### src/rtl/debounce_toggle_bank.sv
// Multi-channel switch conditioner: two-flop synchroniser, counter debounce,
// registered edge pulses, clearable toggle latch and optional long-press pulse.
module debounce_toggle_bank #(
  parameter int N          = 4,
  parameter int STABLE     = 19,
  parameter int ACTIVE_LOW = 0,
  parameter int LONG       = 0
) (
  input  logic         clk,
  input  logic         rst,
  input  logic [N-1:0] sw_in,
  input  logic [N-1:0] toggle_clr,
  output logic [N-1:0] level,
  output logic [N-1:0] rise,
  output logic [N-1:0] fall,
  output logic [N-1:0] toggle,
  output logic [N-1:0] long_press
);

  localparam int            CW       = $clog2(STABLE + 1);
  localparam logic [CW-1:0] CNT_LAST = CW'(STABLE - 1);
  localparam logic [N-1:0]  POL_MASK = (ACTIVE_LOW != 0) ? {N{1'b1}} : {N{1'b0}};

  logic [N-1:0] w_x;
  logic [N-1:0] r_sync_p0;
  logic [N-1:0] r_sync_p1;

  assign w_x = sw_in ^ POL_MASK;

  // Stage 0/1: polarity-corrected input through a two-flop synchroniser
  always_ff @(posedge clk) begin
    if (rst) begin
      r_sync_p0 <= '0;
      r_sync_p1 <= '0;
    end else begin
      r_sync_p0 <= w_x;
      r_sync_p1 <= r_sync_p0;
    end
  end

  for (genvar g = 0; g < N; g++) begin : g_ch
    logic          w_s;
    logic          w_accept;
    logic [CW-1:0] r_cnt;
    logic          r_level;
    logic          r_rise;
    logic          r_fall;
    logic          r_toggle;

    assign w_s      = r_sync_p1[g];
    assign w_accept = (w_s != r_level) && (r_cnt == CNT_LAST);

    // Stage 2: acceptance updates level, edge pulses and toggle on one edge
    always_ff @(posedge clk) begin
      if (rst) begin
        r_cnt    <= '0;
        r_level  <= 1'b0;
        r_rise   <= 1'b0;
        r_fall   <= 1'b0;
        r_toggle <= 1'b0;
      end else begin
        r_rise <= w_accept && w_s;
        r_fall <= w_accept && !w_s;
        if (w_s == r_level) begin
          r_cnt <= '0;
        end else if (r_cnt == CNT_LAST) begin
          r_level <= w_s;
          r_cnt   <= '0;
        end else begin
          r_cnt <= r_cnt + 1'b1;
        end
        // A clear in the acceptance cycle wins over the flip
        if (toggle_clr[g]) begin
          r_toggle <= 1'b0;
        end else if (w_accept && w_s) begin
          r_toggle <= !r_toggle;
        end
      end
    end

    assign level[g]  = r_level;
    assign rise[g]   = r_rise;
    assign fall[g]   = r_fall;
    assign toggle[g] = r_toggle;

    if (LONG > 0) begin : g_long
      localparam int            HW      = $clog2(LONG + 1);
      localparam logic [HW-1:0] HC_MAX  = HW'(LONG);
      localparam logic [HW-1:0] HC_LAST = HW'(LONG - 1);

      logic [HW-1:0] r_hc;
      logic          r_long;

      function automatic logic [HW-1:0] sat_inc(input logic [HW-1:0] v);
        return (v == HC_MAX) ? v : v + 1'b1;
      endfunction

      // Stage 3: hold counter saturates so the pulse fires once per press
      always_ff @(posedge clk) begin
        if (rst) begin
          r_hc   <= '0;
          r_long <= 1'b0;
        end else begin
          r_long <= r_level && (r_hc == HC_LAST);
          if (!r_level || (w_accept && !w_s)) begin
            r_hc <= '0;
          end else begin
            r_hc <= sat_inc(r_hc);
          end
        end
      end

      assign long_press[g] = r_long;
    end else begin : g_nolong
      assign long_press[g] = 1'b0;
    end
  end

endmodule

### config.mk
export PLATFORM = sky130hd
export DESIGN_NAME = debounce_toggle_bank
export DESIGN_NICKNAME = d
export VERILOG_FILES = /design/src/rtl/debounce_toggle_bank.sv
export SDC_FILE = /design/constraint.sdc
export NUM_CORES = 1
export LEC_CHECK = 0
export ABC_CLOCK_PERIOD_IN_PS = 2550
export BUFFER_PORTS_ARGS = -buffer_cell sky130_fd_sc_hd__buf_2
export CORE_ASPECT_RATIO = 0.6
export CORE_MARGIN = 3
export CORE_UTILIZATION = 59
export CTS_CLUSTER_DIAMETER = 120
export DETAILED_ROUTE_END_ITERATION = 10
export MAX_ROUTING_LAYER = met4
export PLACE_DENSITY = 0.94
export SLEW_MARGIN = 20
export SYNTH_ARGS = -nofsm -noshare
export SYNTH_HDL_FRONTEND = slang
export SYNTH_SLANG_ARGS = --single-unit
### constraint.sdc
create_clock -name clk -period 2.55 [get_ports clk]
set_input_delay 0.1275 -clock clk [delete_from_list [all_inputs] [get_ports clk]]
set_output_delay 0.1275 -clock clk [all_outputs]
set_load 0.05 [all_outputs]
== After elaboration in Yosys (flattened, before gate mapping) ==
Cells that the tools add are included.

* Reduce and logical (&&, ||, !) cells: 32
* Equal/unequal tests: 12
* Add/subtract/negate cells: 4
* Bitwise operators: 4

{| class="wikitable"
|+ Operators with widths
! kind !! count
|-
| $add 5x1->5 const B || 4
|-
| $eq 5x5->1 const B || 4
|-
| $logic_and 1x1->1 || 12
|-
| $reduce_or 3->1 || 4
|-
| $logic_not 1->1 || 8
|-
| $reduce_and 2->1 || 4
|-
| $reduce_or 2->1 || 4
|-
| $eq 1x1->1 || 4
|-
| $ne 1x1->1 || 4
|-
| $not 1->1 || 4
|}

* Input port bits: 10
* Word-level logic and storage cells: 74
* Bits in registers: 44
* Output and inout bits: 20

== Depth between registers and ports, before layout ==
Gate-level depths: netlist (run 1).

* Depth in word-level cells: 3
* Depth in mapped cells: 5
* Mapped depth without buffers: 5

== Worst setup path after synthesis (run 1) ==
Ideal clock, no wire load.

* Path kind: reg2reg
* From: reg g_ch[0].r_cnt[0]
* To: reg g_ch[0].r_toggle
* Path buffers: 0
* Path slack: 1.223 ns
* Arrival: 1.247 ns
* Setup time: 0.079 ns
* Stages on the path, launching flop included: 6
* Clock period less this slack: 1.327 ns
* Data required time: 2.471 ns
* Cells stage by stage: dfxtp_1 > inv_1 > ha_1 > nand4bb_4 > or3_1 > a211oi_2

* Longest elaborated chain between the ends: 3

{| class="wikitable"
|+ RTL lines
! element !! RTL line !! text
|-
| from (decl) || 44 || <nowiki>logic [CW-1:0] r_cnt;</nowiki>
|-
| from (signal assigned) || 70 || <nowiki>r_cnt <= r_cnt + 1'b1;</nowiki>
|-
| $eq 5x5->1 || 51 || <nowiki>assign w_accept = (w_s != r_level) && (r_cnt == CNT_LAST);</nowiki>
|-
| $logic_and 1x1->1 || 51 ||
|-
| $logic_and 1x1->1 || 75 || <nowiki>end else if (w_accept && w_s) begin</nowiki>
|-
| to (signal assigned) || 76 || <nowiki>r_toggle <= !r_toggle;</nowiki>
|-
| to (decl) || 48 || <nowiki>logic r_toggle;</nowiki>
|}

No other way between the ends.
A chain may end at the register's enable or synchronous reset.

== Final worst setup path (run 1) ==
* From: reg g_ch[1].r_cnt[0]
* To: reg g_ch[1].r_toggle

* Longest elaborated chain between the ends: 3

{| class="wikitable"
|+ RTL lines
! element !! RTL line
|-
| from (decl) || 44
|-
| from (signal assigned) || 70
|-
| $eq 5x5->1 || 51
|-
| $logic_and 1x1->1 || 51
|-
| $logic_and 1x1->1 || 75
|-
| to (signal assigned) || 76
|-
| to (decl) || 48
|}

No other way between the ends.

==> reports/summary.txt, run 1 <==
Htree depth = 2
Post-Synth Simple-Gate Area = 0.240
Synth Area in Adders = 0.0540
Synth Cell Area = 0.00185 mm^2
Leak = 0.803 nW
Post-synth EDFFs = 0
Num rows = 15
CP Launch Type = register
Fin. Hold Viols = 0
Placed cells = 224
Area delta synth->final = 8.51%
Starting density of the core = 0.633
Post-CTS setup buffers = 0
Antenna cells = 0
TritonCTS clock tree = built
Global route total overflow = 0
Routed wire length per instance = 11.6 um
Final wirelength = 2730 um
Main combinational cell family by area after synthesis = simple AND/OR/NAND/NOR gates
Hold path depth = 2
Status = complete, no violations
Met1 usage = 0.194
Crit path DAT = 1710 ps
Avg Cell Area, Syn = 10.5 um^2
Max-cap violation count = 0
Clock transition at path regs = 80 ps
Min Tclk post-route = 1520 ps
Period Utilization, post-route = 0.596
VDD IR-drop max = 0.000513 V
Power Dens Cells = 627 mW/mm^2
Total Die Area = 0.00387 mm^2
First-pass GRT wire length = 4820 um
IO Pins = 30
Fin nets = 211
Later-pin clock latency in the skew report = 290 ps
# clock sinks = 44
Top FF cell, synth = dfxtp_1
Most Crowded Layer GR = met2
Die height = 49.4 um
Crit-path max FO = 5
Root Driver = clkbuf_8
FMAX = 658 MHz
Synth top area share = 0.475
DRT antenna net count = 0
Met2 Use GR = 0.263
Yosys warning count = 0
Final std cells w/o fill = 236
WHS = 37.9 ps
Setup TNS = 0 ps
Xor and xnor fraction of the mapped netlist area = 0.0662
Register area share after synthesis = 0.475
Core Util, Final = 0.687
Total GRT Usage = 0.166
Largest cells by area after synthesis = dfxtp_1 48%, buf_4 8.1%, nand4bb_4 5.9%
Die width = 78.4 um
Count of final setup violators = 0
Cell variety after synth = 29
Vias in the first global route = 1139
Clk buf depth = 2
Crit path capture type = register
Seq cells post-synth = 44
Core Region = 0.00293 mm^2
Complex-gate fraction of the synthesized area = 0.0446
Share of layout cells above drive strength 1 = 0.191
DRT iter0 DRCs = 61
GR Util met3 = 0.0498
Most common cell in the netlist = dfxtp_1
Worst EP required = 2740 ps
Worst-case reg-to-reg path depth = 5
TritonRoute pass-1 iters = 4
Synth async-reset ratio = 0
Synth Instances = 177
Top post-synthesis cells by count = 44 x dfxtp_1, 20 x buf_4, 20 x nor2_1
Residual DRC = 0
DP HPWL = 1910 um
Via Count = 1132
Fill count = 232
Largest area contributor in the netlist = dfxtp_1
Vias per cell = 4.80
Slew Viols, Final = 0
Largest net degree at the start of global routing = 28
WS Path Type = register to register
Port Buf Inserts = 25
RSZ-0062 raised after global routing = false
Mux share of post-synthesis cell area = 0.0108
Final Wtd Congestion = 0.745
TritonCTS Buffers = 5
Worst Hold Class = input port to register
Skew final = 6.15 ps
Initial antenna violation count = 0
==> placed cells by master, fill, tap and decap left out, types with 5 or more instances in the layout <==
cell type	synthesis	layout
dfxtp_1	44	44
buf_2	0	25
nor2_1	20	20
nand3_1	10	10
nor2b_1	8	8
xor2_1	8	8
ha_1	8	8
nand2b_1	6	6
xnor2_1	6	6
nor3_1	6	6
inv_1	5	5
clkbuf_8	1	5
==> through the flow <==
stage,power [mW],setup WS (ps),cell area (um^2)
after floorplan,0.753,1220,1860
after global placement,0.755,1170,1860
after detailed placement,0.756,1100,1860
after CTS,1.27,1100,2010
after global routing,1.31,902,2010
final,1.26,1030,2010
==> logic make-up after synthesis <==
logic type      count (synthesis)
simple gates                   68
flops                          44
buf+inv                        28
xor+xnor                       14
compound gates                 12
fa+ha+maj                       8
mux                             2
other cells                     1
==> registers in the layout, indices dropped and copies added (netlist names) <==
signal	flops
r_sync_p0	4
g_ch.r_fall	4
g_ch.r_level	4
g_ch.r_toggle	4
g_ch.r_rise	4
g_ch.r_cnt	20
r_sync_p1	4
==> metal layers <==
layer | vias up | wire length, um
met4 | 0 | 40
met3 | 5 | 120
met1 | 507 | 1340
met5 | - | 0
li1 | 599 | -
met2 | 21 | 1220
==> critical path, cell delays in order (launching register included) <==
cell,delay [ps]
dfxtp_1,340
inv_1,60
ha_1,200
nand4bb_4,150
or3_1,370
a211oi_1,300
==> path summary, 6_finish.rpt <==
| check | startpoint | endpoint | slack [ps] |
|---|---|---|---|
| min | sw_in[1] | r_sync_p0[1]$_SDFF_PP0_ | 40 |
| min reg2reg | r_sync_p0[1]$_SDFF_PP0_ | r_sync_p1[1]$_SDFF_PP0_ | 440 |
| max reg2reg | g_ch[1].r_cnt[0]$_SDFF_PP0_ | g_ch[1].r_toggle$_SDFFE_PP0P_ | 1030 |
| max | g_ch[1].r_cnt[0]$_SDFF_PP0_ | g_ch[1].r_toggle$_SDFFE_PP0P_ | 1030 |
==> area by class of cell <==
cell class,instances,area [um^2],area share
Tap cell,42,52.6,0.0261
Clock inverter,2,35.0,0.0174
Multi-Input combinational cell,108,786,0.391
Clock buffer,6,72.6,0.0361
Inverter,5,18.8,0.00933
Timing Repair Buffer,29,165,0.0821
Sequential cell,44,881,0.438
==> what timing repair did <==
item                                   in CTS  in global routing
hold buffers                                4                  0
resized for setup                           0                  0
endpoints found under the hold margin       4                  0
==> power breakdown <==
part           switching [mW]  internal, mW  total, mW  leakage [nW]
combinational          0.0298        0.0156     0.0454         0.391
clock                   0.226         0.291      0.517        0.0552
sequential            0.00488         0.694      0.699         0.356
total                   0.261          1.00       1.26         0.803
(Power assumes the default switching activity.)
==> run 2, diff against run 1 <==
--- a/config.mk
+++ b/config.mk
@@ -5,15 +5,15 @@
 export SDC_FILE = /design/constraint.sdc
 export NUM_CORES = 1
 export LEC_CHECK = 0
-export ABC_CLOCK_PERIOD_IN_PS = 2550
+export ABC_CLOCK_PERIOD_IN_PS = 1300
 export BUFFER_PORTS_ARGS = -buffer_cell sky130_fd_sc_hd__buf_2
 export CORE_ASPECT_RATIO = 0.6
 export CORE_MARGIN = 3
-export CORE_UTILIZATION = 59
+export CORE_UTILIZATION = 49
 export CTS_CLUSTER_DIAMETER = 120
 export DETAILED_ROUTE_END_ITERATION = 10
 export MAX_ROUTING_LAYER = met4
-export PLACE_DENSITY = 0.94
+export PLACE_DENSITY = 0.84
 export SLEW_MARGIN = 20
 export SYNTH_ARGS = -nofsm -noshare
 export SYNTH_HDL_FRONTEND = slang
==> constraint.sdc (replaced) <==
create_clock -name clk -period 1.3 [get_ports clk]
set_input_delay 0.065 -clock clk [delete_from_list [all_inputs] [get_ports clk]]
set_output_delay 0.065 -clock clk [all_outputs]
set_load 0.05 [all_outputs]
==> run 2 against run 1 <==
The flow now finishes with violations (setup timing). Sequential share of layout area shrank 3.6 points. Cell area grew 10%. Flip-flop and latch count unchanged. Via count is 7.5% higher. Wire length up 8.8%. Die area up 18%. Critical path depth did not move. Hold slack got worse by 32 ps. Maximum frequency rose by 16%. Total power increased by 89%. Register-to-register slack got worse by 1000 ps. First-iteration DRC count down 41%.
==> reports/summary.txt, run 2 (synthesis gave the netlist of run 1 again) <==
Failing checks = setup timing
Commonest non-fill, non-tap cell in the layout = dfxtp_1
# clock sinks = 44
DRT iter0 DRCs = 36
Largest register FFs = 20
FMAX = 764 MHz
Commonest non-fill, non-tap cells in the layout = 36 x dfxtp_1, 25 x buf_2, 20 x nor2_1
Skew final = 7.98 ps
Port Buf Inserts = 25
Clock transition at path regs = 80 ps
Max-cap violation count = 0
Slew Viols, Final = 0
WHS = 5.55 ps
Share of layout cells above drive strength 1 = 0.337
Initial antenna violation count = 0
Die height = 53.6 um
Period Utilization, post-route = 1.01
Residual DRC = 0
Routed wire length per instance = 11.7 um
VDD IR-drop max = 0.000747 V
Leak = 0.882 nW
Vias per cell = 4.81
Area delta synth->final = 19.9%
Global route total overflow = 0
Clk buf depth = 2
WS Path Type = register to register
DP HPWL = 2020 um
Crit path capture type = register
Fin. Hold Viols = 0
Core Region = 0.00344 mm^2
Total GRT Usage = 0.151
CP Launch Type = register
Min Tclk post-route = 1310 ps
Num rows = 16
Crit path DAT = 1530 ps
First-pass GRT wire length = 5040 um
Starting density of the core = 0.538
Count of final setup violators = 1
Dpl cell area = 0.00197 mm^2
TritonCTS clock tree = built
IO Pins = 30
Total Die Area = 0.00458 mm^2
Final Wtd Congestion = 0.804
Crit-path max FO = 2
Final wirelength = 2970 um
Later-pin clock latency in the skew report = 290 ps
Core Util, Final = 0.645
Fin nets = 226
TritonRoute pass-1 iters = 4
Antenna cells = 0
Via Count = 1217
Die width = 85.4 um
Largest register by flop count = g_ch.r_cnt
Root Driver = clkbuf_8
DRT antenna net count = 0
Largest net degree at the start of global routing = 18
Vias in the first global route = 1176
Fin worst setup slack = -8.44 ps
Worst EP required = 1520 ps
Worst Hold Class = input port to register
Cell area after layout = 0.00222 mm^2
Power Dens Cells = 1070 mW/mm^2
RSZ-0062 raised after global routing = true
Status = finished, violations left
TritonCTS Buffers = 5
Htree depth = 2
==> run 2: changes by cell type in the layout (fill, tap and decap cells not counted), moves of 3 or more <==
cell and change:
ha_1 -4, buf_4 +12, dfxtp_1 -8, dfxtp_2 +7
inv_2 +4, inv_1 -4, dlygate4sd3_1 +3, ha_4 +4
==> run 2: final timing paths <==
| kind | startpoint | to | slack [ps] | cells after the start |
|---|---|---|---|---|
| max | g_ch[0].r_cnt[0]$_SDFF_PP0_ | g_ch[0].r_toggle$_SDFFE_PP0P_ | -8 | 5 |
| min | sw_in[1] | r_sync_p0[1]$_SDFF_PP0_ | 6 | 2 |
| max reg2reg | g_ch[0].r_cnt[0]$_SDFF_PP0_ | g_ch[0].r_toggle$_SDFFE_PP0P_ | -8 | 5 |
| min reg2reg | r_sync_p0[1]$_SDFF_PP0_ | r_sync_p1[1]$_SDFF_PP0_ | 440 | 1 |
==> run 2: metrics by stage <==
step | std cells | power, mW | setup TNS (ps) | worst slack [ps]
after floorplan | 180 | 1.48 | -13.6 | -13.6
after global placement | 239 | 1.49 | 0 | 28.3
after detailed placement | 239 | 1.49 | -12.0 | -6.97
after CTS | 253 | 2.41 | -8.39 | -8.39
after global routing | 253 | 2.50 | -76.0 | -42.0
final | 253 | 2.38 | -8.44 | -8.44
==> run 2: routing by layer <==
metal / track usage / part of all wire
met1: 0.171 / 0.49
met5: - / 0
met4: 0.0789 / 0.018
met3: 0.0612 / 0.050
met2: 0.235 / 0.44
==> run 2: layout make-up <==
| class | count | area, um^2 |
|---|---|---|
| multi-input combinational | 108 | 871 |
| fill | 294 | 1220 |
| sequential | 44 | 893 |
| tap | 45 | 56.3 |
| clock buffer | 7 | 96.3 |
| inverter | 5 | 18.8 |
| timing repair buffer | 44 | 285 |
==> run 2: timing repair <==
item	4_1_cts	5_1_grt
hold buffers	7	0
pin swaps	2	11
endpoints found under the hold margin	7	0
gates cloned	0	0
resized for setup	2	22
setup buffers	0	0
setup endpoints to repair	4	15
==> run 2: where the power goes <==
group / total, mW / switching, mW / internal [mW]
combinational: 0.115 / 0.0683 / 0.0465
clock: 0.902 / 0.429 / 0.473
sequential: 1.37 / 0.00792 / 1.36
total: 2.38 / 0.505 / 1.88
==> run 2: critical path, stage by stage (launching register included) <==
cell       delay [ps]
dfxtp_2           330
inv_2              60
ha_4              130
nand4bb_4         100
or3_4             400
a211oi_2          220
